===== config.mk =====
export PLATFORM = sky130hd
export DESIGN_NAME = ps2_uart_streamer
export DESIGN_NICKNAME = d
export VERILOG_FILES = /design/src/rtl/ps2_uart_streamer.sv
export SDC_FILE = /design/constraint.sdc
export NUM_CORES = 1
export LEC_CHECK = 0
export CAP_MARGIN = 20
export CORE_MARGIN = 3
export CORE_UTILIZATION = 48
export DETAILED_ROUTE_END_ITERATION = 12
export HOLD_SLACK_MARGIN = 0.12
export PLACE_DENSITY_LB_ADDON = 0.25
export SLEW_MARGIN = 20
export SYNTH_ARGS = -nofsm -noshare
export SYNTH_HDL_FRONTEND = slang
export SYNTH_SLANG_ARGS = --single-unit

===== constraint.sdc =====
create_clock -name clk -period 9 [get_ports clk]
set_clock_uncertainty 0.15 [all_clocks]
set_input_delay 1.35 -clock clk [delete_from_list [all_inputs] [get_ports clk]]
set_output_delay 1.35 -clock clk [all_outputs]
set_load 0.05 [all_outputs]

===== src/rtl/ps2_uart_streamer.sv =====
// PS/2 mouse record FIFO streamed out as UART 8N1 packets (header, addr, data).
// Define PS2_STREAM_CHECKSUM_EN to append an XOR checksum byte to each packet.
module ps2_uart_streamer #(
  parameter int unsigned DATA_W       = 16,
  parameter int unsigned FIFO_DEPTH   = 4,
  parameter int unsigned CLKS_PER_BIT = 434,
  parameter logic [7:0]  HDR_BYTE     = 8'hA5
) (
  input  logic                        clk,
  input  logic                        rst,
  input  logic                        dav,
  input  logic [DATA_W-1:0]           data_in,
  input  logic [1:0]                  addr,
  input  logic                        clr_ovf,
  output logic                        txd,
  output logic                        busy,
  output logic                        pkt_done,
  output logic                        ovf,
  output logic [$clog2(FIFO_DEPTH):0] level
);

  localparam int unsigned AW  = $clog2(FIFO_DEPTH);
  localparam int unsigned LW  = AW + 1;
  localparam int unsigned RW  = DATA_W + 2;
  localparam int unsigned NDB = DATA_W / 8;
`ifdef PS2_STREAM_CHECKSUM_EN
  localparam int unsigned NB  = NDB + 3;
`else
  localparam int unsigned NB  = NDB + 2;
`endif
  localparam int unsigned BW  = $clog2(NB);
  localparam int unsigned CW  = $clog2(CLKS_PER_BIT);

  typedef enum logic [1:0] {IDLE, START, DATA, STOP} state_t;

  state_t        state_q, state_d;
  logic [CW-1:0] cnt_q, cnt_d;
  logic [2:0]    bit_q, bit_d;
  logic [BW-1:0] byte_q, byte_d;
  logic [7:0]    sh_q, sh_d;
  logic [RW-1:0] rec_q, rec_d;
  logic          txd_q, txd_d;
  logic          busy_q, busy_d;
  logic          done_q, done_d;
  logic          ovf_q, ovf_d;
  logic [LW-1:0] lvl_q, lvl_d;
  logic [AW-1:0] wr_q, wr_d;
  logic [AW-1:0] rd_q, rd_d;
`ifdef PS2_STREAM_CHECKSUM_EN
  logic [7:0]    csum_q, csum_d;
`endif

  logic [RW-1:0] mem_q [FIFO_DEPTH];

  logic          full, empty, tick, last;
  logic          push, pop;
  logic [BW-1:0] idx_n;
  logic [7:0]    nxt_byte;

  assign full  = lvl_q == LW'(FIFO_DEPTH);
  assign empty = lvl_q == '0;
  assign tick  = cnt_q == CW'(CLKS_PER_BIT - 1);
  assign last  = byte_q == BW'(NB - 1);
  assign push  = dav & ~full;
  // Pop either from idle or straight out of the final stop bit (back-to-back).
  assign pop   = ~empty & ((state_q == IDLE) |
                 ((state_q == STOP) & tick & last));
  assign idx_n = byte_q + 1'b1;

  always_comb begin
    nxt_byte = HDR_BYTE;
    if (idx_n == BW'(1)) nxt_byte = {6'b0, rec_q[RW-1 -: 2]};
    for (int j = 0; j < NDB; j++) begin
      if (idx_n == BW'(j + 2)) nxt_byte = rec_q[DATA_W-1-8*j -: 8];
    end
`ifdef PS2_STREAM_CHECKSUM_EN
    if (idx_n == BW'(NB - 1)) nxt_byte = csum_q;
`endif
  end

  always_comb begin
    state_d = state_q;
    cnt_d   = (state_q == IDLE || tick) ? '0 : cnt_q + 1'b1;
    bit_d   = bit_q;
    byte_d  = byte_q;
    sh_d    = sh_q;
    rec_d   = rec_q;
    txd_d   = txd_q;
    busy_d  = busy_q;
    done_d  = 1'b0;
    wr_d    = push ? wr_q + 1'b1 : wr_q;
    rd_d    = rd_q;
    lvl_d   = lvl_q + LW'(push) - LW'(pop);
    ovf_d   = (dav & full) ? 1'b1 : (clr_ovf ? 1'b0 : ovf_q);
`ifdef PS2_STREAM_CHECKSUM_EN
    csum_d  = csum_q;
`endif
    unique case (state_q)
      IDLE: begin
        txd_d  = 1'b1;
        busy_d = 1'b0;
      end
      START: if (tick) begin
        state_d = DATA;
        bit_d   = '0;
        txd_d   = sh_q[0];
      end
      DATA: if (tick) begin
        if (bit_q == 3'd7) begin
          state_d = STOP;
          txd_d   = 1'b1;
        end else begin
          bit_d = bit_q + 3'd1;
          sh_d  = {1'b0, sh_q[7:1]};
          txd_d = sh_q[1];
        end
      end
      STOP: if (tick) begin
        if (last) begin
          done_d  = 1'b1;
          state_d = IDLE;
        end else begin
          state_d = START;
          txd_d   = 1'b0;
          byte_d  = idx_n;
          sh_d    = nxt_byte;
`ifdef PS2_STREAM_CHECKSUM_EN
          csum_d  = csum_q ^ nxt_byte;
`endif
        end
      end
    endcase
    if (pop) begin
      state_d = START;
      txd_d   = 1'b0;
      busy_d  = 1'b1;
      byte_d  = '0;
      sh_d    = HDR_BYTE;
      rec_d   = mem_q[rd_q];
      rd_d    = rd_q + 1'b1;
`ifdef PS2_STREAM_CHECKSUM_EN
      csum_d  = HDR_BYTE;
`endif
    end
  end

  always_ff @(posedge clk) begin
    if (push) mem_q[wr_q] <= {addr, data_in};
  end

  always_ff @(posedge clk or negedge rst) begin
    if (!rst) begin
      state_q <= IDLE;
      cnt_q   <= '0;
      bit_q   <= '0;
      byte_q  <= '0;
      sh_q    <= '0;
      rec_q   <= '0;
      txd_q   <= 1'b1;
      busy_q  <= 1'b0;
      done_q  <= 1'b0;
      ovf_q   <= 1'b0;
      lvl_q   <= '0;
      wr_q    <= '0;
      rd_q    <= '0;
`ifdef PS2_STREAM_CHECKSUM_EN
      csum_q  <= '0;
`endif
    end else begin
      state_q <= state_d;
      cnt_q   <= cnt_d;
      bit_q   <= bit_d;
      byte_q  <= byte_d;
      sh_q    <= sh_d;
      rec_q   <= rec_d;
      txd_q   <= txd_d;
      busy_q  <= busy_d;
      done_q  <= done_d;
      ovf_q   <= ovf_d;
      lvl_q   <= lvl_d;
      wr_q    <= wr_d;
      rd_q    <= rd_d;
`ifdef PS2_STREAM_CHECKSUM_EN
      csum_q  <= csum_d;
`endif
    end
  end

  assign txd      = txd_q;
  assign busy     = busy_q;
  assign pkt_done = done_q;
  assign ovf      = ovf_q;
  assign level    = lvl_q;

endmodule


==> summary.txt <==
CTS
  • Clk_lat worst skew: 520 ps
  • H-tree depth: 4
  • Clock transition at path regs: roughly 60 ps
  • Cts repair resizes: 0
  • Inserted Clock Buffers: 17
  • Clk buf depth: 2
  • CTS tree: yes
  • CTS root buf: clkbuf_8
  • Clk sinks: 125
  • # hold bufs at CTS: 0
  • Post-CTS Setup Bufs: 0

GRT
  • Grt total ovfl: 0
  • First-pass GRT wire length: 15040 um
  • Vias in the first global route: a little under 3000
  • Largest net degree at the start of global routing: 54
  • Total Routing Usage GR: 0.1573
  • Initial antenna violation count: 0

Route
  • Post-Route WL: 9074 um
  • # DRC: 0
  • Post-route ant nets: 0
  • Via/cell ratio: about 5.4
  • Iter 0 DRT Violations: approximately 130
  • First drt pass iteration count: 4
  • WL per Instance: 17.45 um
  • Vias: 2786

Logic synthesis
  • Synth Warn #: 0
  • Most frequent cell after synthesis: edfxtp_1
  • Number of synthesized flops with an enable pin: 72
  • Top_reg_cell synth: edfxtp_1
  • Top cells by area, synth: edfxtp_1 40%, dfrtp_1 24%, mux4_2 7.6%, ha_1 4.7%, mux2_2 4.0%
  • Top cells by count, synth: 72 x edfxtp_1, 52 x dfrtp_1, 20 x ha_1, 20 x nor2_1, 19 x mux2_2
  • Yosys reg bits: 125
  • Leading area contributor after synthesis: edfxtp_1
  • Synth Net Count: 378
  • Synth top area share: 0.4048
  • Average size of a mapped cell: around 16 um^2
  • Asr flop ratio synth: 0.4240
  • Synth unique cells: 56
  • Synthesized cell area: 5341 um^2
  • Sequential fraction of the synthesis area: 0.6533
  • Cells after Synth: approximately 340

STA
  • RSZ-0062 raised after global routing: false
  • Relative slew slack: 0.3826
  • TNS Setup: 0 ps
  • Hold Violations, Final: 0
  • Final Setup Violations: 0
  • Tcrit/Tclk final: 0.3719
  • Max-slew violations: 0
  • Final Critical Period: ~3300 ps
  • Max frequency: 298.8 MHz
  • Measured slew at the worst slew-check pin: about 930 ps

Floorplanning
  • Die Y-Extent: 111.5 um
  • I/O pin total: 29
  • Die ar.: ~12000 um^2
  • Core ar.: 10560 um^2
  • Row count: 37
  • Die X: ~110 um
  • Initial cell density of the core: 0.5060

Critical path
  • Buf/Inv on CP: 1
  • Worst path depth: 1
  • Required time worst endpoint: 7500 ps
  • Endpoint class of the critical path: output pin
  • Flop-to-flop setup slack: around 5900 ps
  • Crit-path leading delay family: buffers and inverters
  • WS Path Type: flip-flop to output pin
  • Crit Path Max Fanout: 2
  • Slowest cell on the critical path: clkdlybuf4s50_1
  • Worst reg2reg path depth: 10
  • Crit Reg-Reg Startpoint: state_q[1]
  • WP data arrival: 1850 ps
  • CP Cell Sequence: clkdlybuf4s50_1
  • Setup crit end: txd
  • CP startpoint: txd
  • Worst R2R End: level[2]
  • Critical Path Start Type: flip-flop
  • CP max stage delay: 800 ps

Status
  • Status: completed

Cells and area
  • Final std cells w/o fill: 520
  • Nets@finish: 414
  • Diode count: 0
  • Share of cells above drive strength 1: 0.2083
  • Layout fillers: 805
  • Area grow syn2layout: 17.29%

Pwr
  • Internal: 1.130 mW
  • Total power: roughly 1.5 mW
  • Seq pwr share: 0.472
  • Worst VDD drop: 182.6 uV
  • Sw Ratio: 0.2582
  • Sw Pwr: 0.3932 mW
  • Clock power share: 0.413
  • Power density over the cells: between 200 and 250 nW/um^2
  • Leak: ~2.4 nW
  • Gate power share: 0.115

Min path
  • Hold path startpoint: rec_q[0]
  • Hold Path Class: flip-flop to flip-flop

Job
  • Max-capacitance violation count: 0

Placed design
  • GP Congestion: 0.7644
  • Dpl cells: roughly 490
  • I/O Buffers: 28
  • DP Wirelength: 5726 um
[per-stage QoR]
step | cell area (um^2) | setup WS [ps] | hold slack [ps] | utilization
after floorplan | 5341 | 5955 | 302.2 | -
after global placement | 5714 | 5321 | 324.7 | 0.5414
after detailed placement | 5714 | 5230 | 324.7 | 0.5414
after CTS | 6265 | 5625 | 338.8 | 0.5935
after global routing | 6265 | 5600 | 364.8 | 0.5935
final | 6265 | 5653 | 333.1 | 0.5935
[layer usage]
layer	GRT usage	routed length, um
met1	0.2052	4229
met2	0.2441	4382
met3	0.05163	305
met4	0.06650	157
met5	0	0
[logic make-up (layout without fill, tap and decap cells)]
group	count (synthesis)	after routing	share of synthesized area
fa+ha+maj	21	21	0.05060
mux	41	41	0.1237
simple gates	63	63	0.06091
xor+xnor	13	13	0.02132
flops	125	125	0.6533
compound gates	42	42	0.06138
buf+inv	30	79	0.02881
[how the worst min path moves through the flow]
stage                     cells past startpoint  slack (ps)  endpoint
after global routing                          1         360  rec_q[0]
after detailed placement                      1         320  rec_q[0]
after CTS                                     1         340  rec_q[0]
final                                         1         330  rec_q[0]
after floorplan                               1         300  rec_q[0]
after global placement                        1         320  rec_q[0]
[power by group through the flow]
stage | clock, mW | sequential [mW] | combinational [mW]
after floorplan | 0 | 0.752 | 0.0847
after global placement | 0 | 0.727 | 0.174
after detailed placement | 0 | 0.731 | 0.181
after CTS | 0.641 | 0.720 | 0.181
after global routing | 0.669 | 0.728 | 0.193
final | 0.629 | 0.719 | 0.175
[placed cells by master, fill, tap and decap left out, drive strengths merged, types with 4 or more instances in the layout]
cell type and instances:
nand3 4, edfxtp 72, mux2 20, clkbuf 18
dfrtp 52, nor2 20, nand2 13, a22o 5
mux4 18, nor3 6, a21oi 7, o21ai 9
xnor2 10, ha 20, and2 5, inv 24
clkdlybuf4s50 27
[state kept, by name, indices dropped and copies added (netlist names)]
register	flops
state_q	2
byte_q	2
wr_q	2
pkt_done	1
ovf	1
cnt_q	9
bit_q	3
rec_q	18
txd	1
level	3
rd_q	2
mem_q	72
sh_q	8
busy	1
[cell type report]
class / instances / area [um^2] / share of cell area
Sequential cell: 125 / 3490 / 0.5570
Multi-Input combinational cell: 180 / 1698 / 0.2710
Clock buffer: 18 / 417.9 / 0.06671
Timing Repair Buffer: 30 / 290.3 / 0.04634
Tap cell: 136 / 170.2 / 0.02716
Clock inverter: 14 / 132.6 / 0.02117
Inverter: 17 / 66.31 / 0.01059
[worst reg2reg max path: stages (launching register included)]
cell     delay, ps
dfrtp_1        430
ha_1           560
nand2_1        240
nor3_4         230
o21ai_4        140
inv_4          290
ha_1           210
inv_1           40
ha_1           180
fa_1           380
xnor2_1        140
Power figures use the tool's default switching activity.
